==> src/rtl/store_check_monitor.sv <==
// store_check_monitor
//
// Self-check monitor for the pipeline core's data-memory store port. It holds a
// programmable table of expected store data indexed by word address (entry i lives
// at BASE_ADDR + 4*i). Every store seen while a run is active is classified against
// that table. The monitor then reports the pass/fail counts, the first failing store
// and a final verdict. A cycle timeout ends a run that never completes.
//
// Ports
//   clk_i              single clock, rising edge
//   rst_ni             asynchronous active-low reset
//   exp_we_i           expected-table write strobe (accepted only while idle)
//   exp_idx_i          table index to write
//   exp_data_i         expected store data
//   start_i            one-cycle pulse that begins a check run
//   memwrite_i         core store strobe
//   dataadr_i          core store byte address
//   writedata_i        core store data
//   done_o             run finished, held until the next start
//   pass_o             verdict, meaningful while done_o is set
//   pass_cnt_o         matched stores (saturating)
//   fail_cnt_o         failed or illegal stores (saturating)
//   timeout_o          run ended by the cycle timeout
//   first_fail_addr_o  address of the first failing store of the run
//   first_fail_data_o  data of the first failing store of the run

module store_check_monitor #(
    parameter int unsigned NUM_CHECKS     = 9,
    parameter int unsigned BASE_ADDR      = 200,
    parameter int unsigned TIMEOUT_CYCLES = 64
) (
    input  logic        clk_i,
    input  logic        rst_ni,
    input  logic        exp_we_i,
    input  logic [4:0]  exp_idx_i,
    input  logic [31:0] exp_data_i,
    input  logic        start_i,
    input  logic        memwrite_i,
    input  logic [31:0] dataadr_i,
    input  logic [31:0] writedata_i,
    output logic        done_o,
    output logic        pass_o,
    output logic [5:0]  pass_cnt_o,
    output logic [5:0]  fail_cnt_o,
    output logic        timeout_o,
    output logic [31:0] first_fail_addr_o,
    output logic [31:0] first_fail_data_o
);

    localparam int unsigned IdxW = (NUM_CHECKS > 1) ? $clog2(NUM_CHECKS) : 1;
    localparam int unsigned CycW = (TIMEOUT_CYCLES > 1) ? $clog2(TIMEOUT_CYCLES) : 1;

    localparam logic [CycW-1:0] CycLast    = CycW'(TIMEOUT_CYCLES - 1);
    localparam logic [5:0]      CntMax     = 6'd63;
    localparam logic [5:0]      NumChecks6 = 6'(NUM_CHECKS);

    typedef enum logic [1:0] {StIdle, StRun, StDone} state_e;

    state_e                 state_q, state_d;
    logic [NUM_CHECKS-1:0]  seen_q, seen_d;
    logic [5:0]             pass_cnt_q, pass_cnt_d;
    logic [5:0]             fail_cnt_q, fail_cnt_d;
    logic [CycW-1:0]        cyc_q, cyc_d;
    logic [31:0]            ff_addr_q, ff_addr_d;
    logic [31:0]            ff_data_q, ff_data_d;
    logic                   done_q, done_d;
    logic                   pass_q, pass_d;
    logic                   timeout_q, timeout_d;

    // Expected table: deliberately not reset, contents are defined only once written.
    logic [31:0] exp_tbl_q [NUM_CHECKS];

    // Store classification. The subtraction wraps, so addresses below BASE_ADDR
    // become huge word indices and fall out of range naturally.
    logic [31:0]     word_idx;
    logic            addr_legal;
    logic [IdxW-1:0] tbl_idx;
    logic            exp_idx_ok;

    assign word_idx   = (dataadr_i - BASE_ADDR) >> 2;
    assign addr_legal = (dataadr_i[1:0] == 2'b00) && (word_idx < 32'(NUM_CHECKS));
    assign tbl_idx    = addr_legal ? word_idx[IdxW-1:0] : '0;
    assign exp_idx_ok = ({27'b0, exp_idx_i} < 32'(NUM_CHECKS));

    always_ff @(posedge clk_i) begin
        if (state_q == StIdle && exp_we_i && exp_idx_ok) begin
            exp_tbl_q[exp_idx_i[IdxW-1:0]] <= exp_data_i;
        end
    end

    always_comb begin
        logic store_fail;
        logic start_run;

        state_d    = state_q;
        seen_d     = seen_q;
        pass_cnt_d = pass_cnt_q;
        fail_cnt_d = fail_cnt_q;
        cyc_d      = cyc_q;
        ff_addr_d  = ff_addr_q;
        ff_data_d  = ff_data_q;
        done_d     = done_q;
        pass_d     = pass_q;
        timeout_d  = timeout_q;
        store_fail = 1'b0;
        start_run  = 1'b0;

        unique case (state_q)
            StIdle: begin
                start_run = start_i;
            end
            StRun: begin
                cyc_d = (&cyc_q) ? cyc_q : cyc_q + 1'b1;

                if (memwrite_i) begin
                    if (addr_legal && !seen_q[tbl_idx]) begin
                        seen_d[tbl_idx] = 1'b1;
                        if (writedata_i == exp_tbl_q[tbl_idx]) begin
                            if (pass_cnt_q != CntMax) begin
                                pass_cnt_d = pass_cnt_q + 1'b1;
                            end
                        end else begin
                            store_fail = 1'b1;
                        end
                    end else begin
                        store_fail = 1'b1;
                    end
                end

                if (store_fail) begin
                    if (fail_cnt_q != CntMax) begin
                        fail_cnt_d = fail_cnt_q + 1'b1;
                    end
                    // Counters are cleared at start and never wrap back to zero, so a
                    // zero count means no failure has been recorded yet in this run.
                    if (fail_cnt_q == 6'd0) begin
                        ff_addr_d = dataadr_i;
                        ff_data_d = writedata_i;
                    end
                end

                // Completion looks at the registered bitmap, so the store that fills
                // it is counted one edge before DONE is entered.
                if (&seen_q) begin
                    state_d = StDone;
                    done_d  = 1'b1;
                    pass_d  = (fail_cnt_d == 6'd0) && (pass_cnt_d == NumChecks6);
                end else if (cyc_q == CycLast) begin
                    state_d   = StDone;
                    done_d    = 1'b1;
                    timeout_d = 1'b1;
                    pass_d    = 1'b0;
                end
            end
            StDone: begin
                start_run = start_i;
            end
            default: begin
                state_d = StIdle;
            end
        endcase

        // A start edge only clears state; any store on that same edge is not checked.
        if (start_run) begin
            state_d    = StRun;
            seen_d     = '0;
            pass_cnt_d = '0;
            fail_cnt_d = '0;
            cyc_d      = '0;
            ff_addr_d  = '0;
            ff_data_d  = '0;
            done_d     = 1'b0;
            pass_d     = 1'b0;
            timeout_d  = 1'b0;
        end
    end

    always_ff @(posedge clk_i or negedge rst_ni) begin
        if (!rst_ni) begin
            state_q    <= StIdle;
            seen_q     <= '0;
            pass_cnt_q <= '0;
            fail_cnt_q <= '0;
            cyc_q      <= '0;
            ff_addr_q  <= '0;
            ff_data_q  <= '0;
            done_q     <= 1'b0;
            pass_q     <= 1'b0;
            timeout_q  <= 1'b0;
        end else begin
            state_q    <= state_d;
            seen_q     <= seen_d;
            pass_cnt_q <= pass_cnt_d;
            fail_cnt_q <= fail_cnt_d;
            cyc_q      <= cyc_d;
            ff_addr_q  <= ff_addr_d;
            ff_data_q  <= ff_data_d;
            done_q     <= done_d;
            pass_q     <= pass_d;
            timeout_q  <= timeout_d;
        end
    end

    assign done_o            = done_q;
    assign pass_o            = pass_q;
    assign pass_cnt_o        = pass_cnt_q;
    assign fail_cnt_o        = fail_cnt_q;
    assign timeout_o         = timeout_q;
    assign first_fail_addr_o = ff_addr_q;
    assign first_fail_data_o = ff_data_q;

endmodule

==> config.mk <==
export PLATFORM = sky130hd
export DESIGN_NAME = store_check_monitor
export DESIGN_NICKNAME = d
export VERILOG_FILES = /design/src/rtl/store_check_monitor.sv
export SDC_FILE = /design/constraint.sdc
export NUM_CORES = 1
export LEC_CHECK = 0
export ABC_AREA = 1
export CAP_MARGIN = 20
export CORE_UTILIZATION = 36
export DETAILED_ROUTE_END_ITERATION = 6
export PLACE_DENSITY_LB_ADDON = 0.1
export SYNTH_ARGS = -nofsm -noshare
export SYNTH_HDL_FRONTEND = slang
export SYNTH_SLANG_ARGS = --single-unit
==> constraint.sdc <==
create_clock -name clk_i -period 5.95 [get_ports clk_i]
set_clock_uncertainty 0.05 [all_clocks]
set_input_delay 1.19 -clock clk_i [delete_from_list [all_inputs] [get_ports clk_i]]
set_output_delay 1.19 -clock clk_i [all_outputs]
set_load 0.1 [all_outputs]
==> impl_metrics.py, run 1 <==
metrics = {
    "synthesis": {
        "synth_xor_area_share_pct": 0.188,
        "synth_compound_area_share_pct": 8.08,
        "synth-simple-area-share_pct": 23.2,
        "ys_seq_area_share_pct": 59.2,
        "synth_edf_count": 288,
        "synth_area_leaders": "edfxtp_1, dfrtp_1, nand2_1",
        "synthesis.nets": 2018,
        "synthAdderAreaFrac_pct": 0.335,
        "ys_types": 45,
        "synth_top_family_by_area": "simple AND/OR/NAND/NOR gates",
        "ys_async_sr_fraction_pct": 25.0,
        "syn-cell-area_um2": 18700,
        "syn_inst": 1907,
        "ys_top_cells_by_count": "nand2_1, inv_1, edfxtp_1, nand4_1, o21ai_0",
        "yosys_warnings": 0,
        "syn_avg_cell_area_um2": 9.79,
        "ys_seq_elements": 384,
        "synth.most_common_cell": "nand2_1",
        "synth_mux_area_share_pct": 0.0603,
        "synth.top_cell.area_share_pct": 46.3,
        "ys.flop_type": "edfxtp_1",
        "synth_top_cell_by_area": "edfxtp_1",
    },
    "timing": {
        "tns_ns": 0,
        "slew-limit-headroom_pct": 27.3,
        "hold_viol_final": 0,
        "slew_viol_final": 0,
        "setup_violations": 0,
        "fin_crit_sh_pct": 90.2,
        "worst_pin_slew_ns": 1.09,
        "rsz0062_at_grt": "false",
        "fin_crit_ns": 5.37,
        "max_freq_mhz": 186,
    },
    "pwr": {
        "p_comb_share_pct": 33.6,
        "clockPowerShare_pct": 29.6,
        "p_per_area_nw_per_um2": 387,
        "power_frac_seq_pct": 36.8,
        "p_switching_mw": 3.59,
        "p_leak_nw": 9.87,
        "p_sw_share_pct": 39.8,
        "vdd_drop_max_mv": 0.305,
        "p_int_mw": 5.42,
    },
    "detailed_routing": {
        "drc": 0,
        "drtIter0Drc": 1108,
        "via_per_inst": 5.01,
        "vias": 14400,
        "ant_nets": 0,
        "drt_pass1_iterations": 5,
        "routed_wirelength_um": 57100,
        "wire_per_inst_um": 19.8,
    },
    "clocking": {
        "clkLatencyLatePin_ns": 0.60,
        "clock-sinks": 384,
        "cts_buffers": 45,
        "clk_path_buf_depth": 3,
        "cts_hold_buf": 0,
        "cts_root_buf": "clkbuf_16",
        "cts_resized": 0,
        "clk_pin_slew_worst_paths_ns": 0.06,
        "cts_tree": "yes",
        "cts_setup_buffers": 0,
        "cts_htree_levels": 2,
    },
    "place": {
        "place_area_um2": 21900,
        "detailed_place_hpwl_um": 37500,
        "gp_congestion": 0.877,
        "io_buffers": 184,
    },
    "worst_setup_path": {
        "end_kind": "flip-flop",
        "path_common_cell": "nand2_1",
        "path_max_fanout": 11,
        "crit_slowest_cell": "clkdlybuf4s50_1",
        "cp.required_ns": 6.38,
        "cp-start-kind": "input pin",
        "critPathArrivalTime_ns": 5.80,
        "crit_path_max_incr_delay_ns": 0.55,
        "criticalPathCategory": "in2reg",
    },
    "finish": {
        "fin_area_um2": 23300,
        "layout.nets": 2269,
        "area_delta_synth_final_pct": 24.7,
        "drive_gt1_share_pct": 15.8,
    },
    "run": {
        "drv_cap": 0,
    },
    "global_routing": {
        "grt_pass1_wl_um": 86000,
        "grt-ovfl-total": 0,
        "grt_max_degree": 82,
        "grt_antenna_before_repair": 4,
        "grt_usage_pct": 21.7,
        "first_global_vias": 14300,
    },
    "floorplanning": {
        "die_height_um": 230,
        "ios": 185,
        "rows": 83,
        "die_area_um2": 52800,
        "start_util_pct": 36.4,
        "dieWidth_um": 230,
        "core-area_um2": 51300,
    },
    "outcome": {
        "outcome": "finished clean",
    },
    "hold_path": {
        "hp-class": "reg2reg",
    },
}
==> critical path: cells and delay by family <==
family	cells	cell delay, ns
adder cells (fa/ha/maj)	1	0.21
buffers and inverters	9	1.62
AND/OR/NAND/NOR	26	2.76
==> placed cells by master, fill, tap and decap left out, types with 53 or more instances in the layout <==
cell type / instances
edfxtp_1: 288
nor2_1: 93
buf_4: 90
dfrtp_1: 96
o21ai_0: 103
clkdlybuf4s50_1: 182
nand3_1: 100
nand2_1: 389
o21ai_1: 75
nand3_2: 53
nand4_1: 141
inv_1: 291
==> logic make-up after synthesis <==
group / Yosys count
buffers and inverters: 383
flip-flops: 384
AO/OA/AOI/OAI: 257
XOR/XNOR: 4
AND/OR/NAND/NOR: 873
adder cells (fa/ha/maj): 5
multiplexers: 1
==> registers in the layout (all words and copies together) (netlist names), 2 cells and up <==
name	count
seen_q	9
first_fail_addr_o	32
state_q	2
exp_tbl_q	288
fail_cnt_o	6
first_fail_data_o	32
pass_cnt_o	6
cyc_q	6
==> worst paths after layout <==
| check | startpoint | end | slack (ns) | cells after the start |
|---|---|---|---|---|
| max | dataadr_i[3] | pass_o | 0.58 | 36 |
| min reg2reg | done_o | done_o | 0.43 | 2 |
| min in group asynchronous | rst_ni | first_fail_data_o[14] | 0.66 | 1 |
| max in group asynchronous | rst_ni | first_fail_data_o[2] | 4.08 | 2 |
| min | done_o | done_o | 0.43 | 2 |
| max reg2reg | exp_tbl_q[6][26] | pass_o | 3.33 | 21 |
==> layout make-up <==
cell class | count | area [µm²]
inverters | 300 | 1130
fillers | 4946 | 28000
repair buffers | 287 | 2780
clock inverters | 25 | 205
well taps | 680 | 851
multi-input cells | 1140 | 6050
clock buffers | 59 | 1210
flip-flops and latches | 384 | 11100
diodes | 1 | 2.50
==> metrics by stage <==
step | setup WS, ns | power, mW | hold WS [ns] | std cells | util, %
after floorplan | 1.00 | 5.57 | 0.426 | 1907 | -
after global placement | -0.0544 | 6.39 | 0.419 | 2791 | 42.6
after detailed placement | -0.0156 | 6.41 | 0.418 | 2791 | 42.6
after CTS | 0.583 | 9.10 | 0.435 | 2875 | 45.4
after global routing | 0.108 | 9.34 | 0.475 | 2876 | 45.4
final | 0.582 | 9.01 | 0.430 | 2876 | 45.4
==> power groups by stage <==
stage          Combinational, mW  Sequential (mW)  Clock, mW
6_report                    3.03             3.31       2.67
5_1_grt                     3.17             3.35       2.83
4_1_cts                     3.05             3.32       2.74
3_5_place_dp                3.04             3.37          0
3_3_place_gp                3.02             3.37          0
2_1_floorplan              0.758             4.82          0
==> layer usage <==
layer,vias up,track usage [%],wire length (µm)
li1,6972,-,-
met1,6954,28.7,25600
met2,392,36.4,27100
met3,100,3.34,2890
met4,4,6.81,1500
met5,-,0,25
Power figures use the tool's default switching activity.
==> run 2: changes to the inputs <==
--- a/config.mk
+++ b/config.mk
@@ -7,9 +7,10 @@
 export LEC_CHECK = 0
 export ABC_AREA = 1
 export CAP_MARGIN = 20
-export CORE_UTILIZATION = 36
+export CORE_UTILIZATION = 40
 export DETAILED_ROUTE_END_ITERATION = 6
 export PLACE_DENSITY_LB_ADDON = 0.1
+export REMOVE_ABC_BUFFERS = 1
 export SYNTH_ARGS = -nofsm -noshare
 export SYNTH_HDL_FRONTEND = slang
 export SYNTH_SLANG_ARGS = --single-unit
==> run 2 against run 1 <==
Via count rose by 1.4%. Combinational power about the same. Flip-flop and latch count stayed put. Fmax fell by 2.1%. First-iteration DRC count decreased by 19%. Count of clock-buffer cells in the layout grew 5. Sequential power hardly changed. Cell area is 1.8% higher. Final cell count down 0.10%. Clock power fell by 6%. Global-route usage grew 2.1 points. Critical path depth fell by 1.
==> impl_metrics.py, run 2 (same netlist as run 1, synthesis figures left out) <==
metrics = {
    "clocking": {
        "clk_pin_slew_worst_paths_ns": 0.06,
        "cts_buffers": 42,
        "cts_htree_levels": 2,
        "cts_tree": "yes",
        "clock-sinks": 384,
        "clk_path_buf_depth": 3,
        "cts_root_buf": "clkbuf_16",
        "clkLatencyLatePin_ns": 0.58,
    },
    "hold_path": {
        "hp-class": "reg2reg",
    },
    "finish": {
        "regArea_um2": 11100,
        "multi_input_comb_area_um2": 6070,
        "final_cells": 2873,
        "n_fill_cell": 4200,
        "final_cell_mix": "nand2_1, inv_1, edfxtp_1",
        "drive_gt1_share_pct": 19.0,
        "largest_register_ffs": 288,
        "area_delta_synth_final_pct": 26.9,
        "layout.nets": 2351,
        "final_common_cell": "nand2_1",
    },
    "global_routing": {
        "grt_pass1_wl_um": 85100,
        "grt_usage_pct": 23.8,
        "first_global_vias": 14500,
        "grt_antenna_before_repair": 5,
        "grt-ovfl-total": 0,
        "grt_max_degree": 81,
    },
    "worst_setup_path": {
        "path_max_fanout": 29,
        "cp-start-kind": "input pin",
        "path_common_cell": "nand2_1",
        "critPathArrivalTime_ns": 5.94,
        "criticalPathCategory": "in2reg",
        "crit_slowest_cell": "clkdlybuf4s50_1",
        "end_kind": "flip-flop",
        "cp.required_ns": 6.40,
        "crit_path_max_incr_delay_ns": 0.56,
    },
    "pwr": {
        "p_per_area_nw_per_um2": 374,
        "p_leak_nw": 10.2,
        "vdd_drop_max_mv": 0.417,
    },
    "floorplanning": {
        "rows": 78,
        "core-area_um2": 45700,
        "start_util_pct": 40.9,
        "die_height_um": 218,
        "dieWidth_um": 218,
        "ios": 185,
        "die_area_um2": 47500,
    },
    "detailed_routing": {
        "vias": 14600,
        "ant_nets": 0,
        "wire_per_inst_um": 19.3,
        "drtIter0Drc": 900,
        "via_per_inst": 5.09,
        "drc": 0,
        "routed_wirelength_um": 55400,
        "drt_pass1_iterations": 5,
    },
    "timing": {
        "slew-limit-headroom_pct": 31.5,
        "max_freq_mhz": 182,
        "rsz0062_at_grt": "false",
        "hold_viol_final": 0,
        "setup_violations": 0,
        "fin_crit_sh_pct": 92.2,
        "worst_pin_slew_ns": 1.03,
        "slew_viol_final": 0,
        "fin_crit_ns": 5.49,
        "tns_ns": 0,
    },
    "run": {
        "drv_cap": 0,
    },
    "place": {
        "detailed_place_hpwl_um": 37800,
        "placedCellCount": 2792,
        "gp_congestion": 0.887,
        "io_buffers": 184,
    },
    "outcome": {
        "outcome": "finished clean",
    },
}
run 2: critical path, delay by kind of cell:
family                   cells  cell delay, ns
AND/OR/NAND/NOR             25            2.83
buffers and inverters        7            1.52
adder cells (fa/ha/maj)      1            0.21
AO/OA/AOI/OAI                2            0.18
run 2: metrics by stage:
stage          power [mW]  util, %  area, µm²  hold slack [ns]  setup slack, ns
5_1_grt              9.19     51.9      23700            0.456          0.00995
6_report             8.86     51.9      23700            0.429            0.464
3_5_place_dp         6.42     48.9      22300            0.422           -0.290
2_1_floorplan        5.50        -      18100            0.431            -3.36
3_3_place_gp         6.39     48.9      22300            0.419           -0.253
4_1_cts              8.93     51.7      23600            0.437            0.313
run 2: path summary, 6_finish.rpt:
path,from,endpoint,slack [ns],cells after the start
worst max-delay path,dataadr_i[4],first_fail_addr_o[9],0.46,35
worst min-delay path,done_o,done_o,0.43,2
worst max register to register,state_q[1],exp_tbl_q[6][26],2.91,4
worst min register to register,done_o,done_o,0.43,2
max in group asynchronous,rst_ni,first_fail_data_o[15],4.15,2
min in group asynchronous,rst_ni,first_fail_addr_o[26],0.66,1
run 2: final cells by class:
| cell class | count | share of cell area, % |
|---|---|---|
| inverter | 300 | 4.76 |
| timing repair buffer | 372 | 14.3 |
| antenna | 2 | 0.0211 |
| multi-input combinational | 1140 | 25.6 |
| clock inverter | 11 | 0.459 |
| tap | 600 | 3.17 |
| sequential | 384 | 46.6 |
| clock buffer | 64 | 5.04 |
run 2: metal layers:
metal	vias up	wire length [µm]	GRT usage [%]
met5	-	38	0
met3	92	2590	3.18
met2	354	27200	40.7
met1	7025	24200	31.0
met4	6	1460	7.88
li1	7146	-	-
run 2: timing repair:
item                       CTS  global route
resized for setup            0             7
buffers inserted             0             4
hold endpoints to repair     0             0
setup endpoints to repair    0            71
hold buffers                 0             0
run 2: report_power, final:
part	switching [mW]	total [mW]	internal [mW]
Sequential	0.186	3.32	3.13
Combinational	2.26	3.03	0.777
Clock	1.08	2.51	1.43
==> run 3: changes to the inputs <==
--- a/config.mk
+++ b/config.mk
@@ -9,6 +9,7 @@
 export CAP_MARGIN = 20
 export CORE_UTILIZATION = 40
 export DETAILED_ROUTE_END_ITERATION = 6
+export GPL_TIMING_DRIVEN = 0
 export PLACE_DENSITY_LB_ADDON = 0.1
 export REMOVE_ABC_BUFFERS = 1
 export SYNTH_ARGS = -nofsm -noshare
==> run 3 against run 2 <==
Global-route usage up 0.14 points. Final cell count down 3.4%. Sequential power about the same. Clock power up 10%. Critical endpoint is now first_fail_data_o[12]. Largest cell class unchanged. Highest routed layer unchanged.
==> impl_metrics.py, run 3 (same netlist as run 1, synthesis figures left out) <==
metrics = {
    "worst_setup_path": {
        "ff2ff_setup_slack_ns": 2.56,
        "reg2reg_depth": 9,
        "cp-start-kind": "input pin",
        "criticalPathCategory": "in2reg",
        "r2r-start": "state_q[0]",
        "cp.required_ns": 6.38,
        "rr_endpoint": "first_fail_addr_o[19]",
        "critPathArrivalTime_ns": 6.11,
        "crit_slowest_cell": "buf_2",
        "cp-endpoint": "first_fail_data_o[12]",
        "end_kind": "flip-flop",
        "setup.worst_path.start": "dataadr_i[2]",
        "crit_path_max_incr_delay_ns": 0.36,
        "path_max_fanout": 28,
        "path_common_cell": "nand2_1",
    },
    "finish": {
        "n_fill_cell": 4141,
        "drive_gt1_share_pct": 16.1,
        "layout.nets": 2252,
        "final_common_cell": "nand2_1",
        "fin_area_um2": 23700,
        "largest_register_ffs": 288,
        "final_cell_mix": "nand2_1, inv_1, edfxtp_1",
        "final_cells": 2776,
        "area_delta_synth_final_pct": 27.1,
        "antennaDiodeCount": 0,
    },
    "detailed_routing": {
        "routed_wirelength_um": 57500,
        "met3_length_um": 3590,
        "drtIter0Drc": 1119,
        "drc": 0,
        "drt_pass1_iterations": 6,
        "ant_nets": 0,
        "wl_met2_um": 27000,
        "vias": 14600,
        "wire_per_inst_um": 20.7,
        "maxUsedRoutingLayer": "met5",
        "via_per_inst": 5.26,
        "met1_length_um": 25300,
    },
    "pwr": {
        "p_comb_share_pct": 34.1,
        "p_switching_mw": 3.63,
        "power_frac_seq_pct": 35.9,
        "p_int_mw": 5.57,
        "p_per_area_nw_per_um2": 388,
        "p_sw_share_pct": 39.5,
        "p_leak_nw": 10.0,
        "vdd_drop_max_mv": 0.344,
        "total_power_mw": 9.20,
        "clockPowerShare_pct": 30.0,
    },
    "timing": {
        "slew_viol_final": 0,
        "max_freq_mhz": 176,
        "worst_pin_slew_ns": 1.05,
        "setup_violations": 0,
        "fin_crit_ns": 5.68,
        "slew-limit-headroom_pct": 29.6,
        "hold_viol_final": 0,
        "fin_crit_sh_pct": 95.5,
    },
    "outcome": {
        "outcome": "finished clean",
    },
    "global_routing": {
        "grt_pass1_wl_um": 85000,
        "grt-ovfl-total": 0,
        "first_global_vias": 14300,
        "grt_usage_pct": 23.9,
        "grt_max_degree": 63,
        "grt_antenna_before_repair": 4,
    },
    "floorplanning": {
        "die_area_um2": 47500,
        "die_height_um": 218,
        "dieWidth_um": 218,
        "rows": 78,
        "core-area_um2": 45700,
        "start_util_pct": 40.9,
        "ios": 185,
    },
    "hold_path": {
        "hp-class": "reg2reg",
    },
    "clocking": {
        "cts_buffers": 44,
        "cts_tree": "yes",
        "clk_path_buf_depth": 3,
        "clock-sinks": 384,
        "clk_pin_slew_worst_paths_ns": 0.06,
        "clkLatencyLatePin_ns": 0.59,
        "cts_root_buf": "clkbuf_16",
        "cts_htree_levels": 2,
    },
    "place": {
        "detailed_place_hpwl_um": 35800,
        "io_buffers": 184,
        "placedCellCount": 2649,
        "place_area_um2": 21500,
        "gp_congestion": 0.902,
    },
    "run": {
        "drv_cap": 0,
    },
}
[run 3: cell count changes in the layout (fill, tap and decap cells not counted), moves of 5 or more]
| cell | previous run | this run |
|---|---|---|
| buf_16 | 0 | 11 |
| nand2_1 | 388 | 383 |
| buf_8 | 0 | 6 |
| clkdlybuf4s50_1 | 181 | 176 |
| clkbuf_8 | 6 | 1 |
| clkbuf_16 | 42 | 47 |
| buf_4 | 177 | 26 |
| clkinv_1 | 0 | 8 |
| nand3_4 | 1 | 9 |
| bufinv_16 | 1 | 6 |
| nand3_1 | 101 | 96 |
| buf_6 | 1 | 21 |
[run 3: worst min-delay path by stage]
stage	to	start	cells after the start
2_1_floorplan	cyc_q[3]	cyc_q[3]	1
3_3_place_gp	done_o	done_o	2
3_5_place_dp	done_o	done_o	2
4_1_cts	done_o	done_o	2
5_1_grt	done_o	done_o	2
6_report	done_o	done_o	2
[run 3: per-stage QoR]
| stage | worst slack [ns] | setup TNS, ns | utilization, % | hold WS [ns] |
|---|---|---|---|---|
| after detailed placement | -3.79 | -290.91 | 47.1 | 0.437 |
| after floorplan | -3.36 | -257.73 | - | 0.431 |
| final | 0.269 | 0 | 51.9 | 0.440 |
| after global placement | -12.90 | -1410.60 | 45.4 | 0.421 |
| after CTS | 0.0216 | 0 | 51.3 | 0.452 |
| after global routing | -0.00734 | -0.0279 | 51.9 | 0.473 |
[run 3: per-layer routing]
layer	global-route usage, %	vias up
met5	0	-
met4	7.65	8
met3	4.99	106
met2	39.5	456
met1	31.4	7085
li1	-	6960
[run 3: critical path, delay by kind of cell]
kind	cells	cell delay, ns
AOI/OAI and AO/OA	2	0.18
and+or+nand+nor	23	2.50
buffers and inverters	11	2.14
[run 3: what timing repair did]
| item | 4_1_cts | 5_1_grt |
|---|---|---|
| gates cloned | 9 | 7 |
| hold buffers | 0 | 0 |
| pin swaps | 4 | 7 |
| gates resized for setup | 23 | 29 |
| buffers inserted | 21 | 8 |
| endpoints found under the setup margin | 86 | 75 |
[run 3: layout make-up]
type,instances,area (µm²),area share (%)
Inverter,300,1150,4.85
Tap cell,600,751,3.16
Sequential cell,384,11100,46.6
Timing Repair Buffer,264,3040,12.8
Multi-Input combinational cell,1147,6270,26.4
Clock inverter,24,305,1.29
Clock buffer,57,1160,4.89
[run 3: power groups by stage]
| stage | clock [mW] | sequential [mW] | combinational (mW) |
|---|---|---|---|
| final | 2.76 | 3.30 | 3.14 |
| after floorplan | 0 | 4.82 | 0.686 |
| after global placement | 0 | 3.36 | 2.92 |
| after CTS | 2.81 | 3.31 | 3.08 |
| after detailed placement | 0 | 3.36 | 2.97 |
| after global routing | 2.92 | 3.33 | 3.29 |
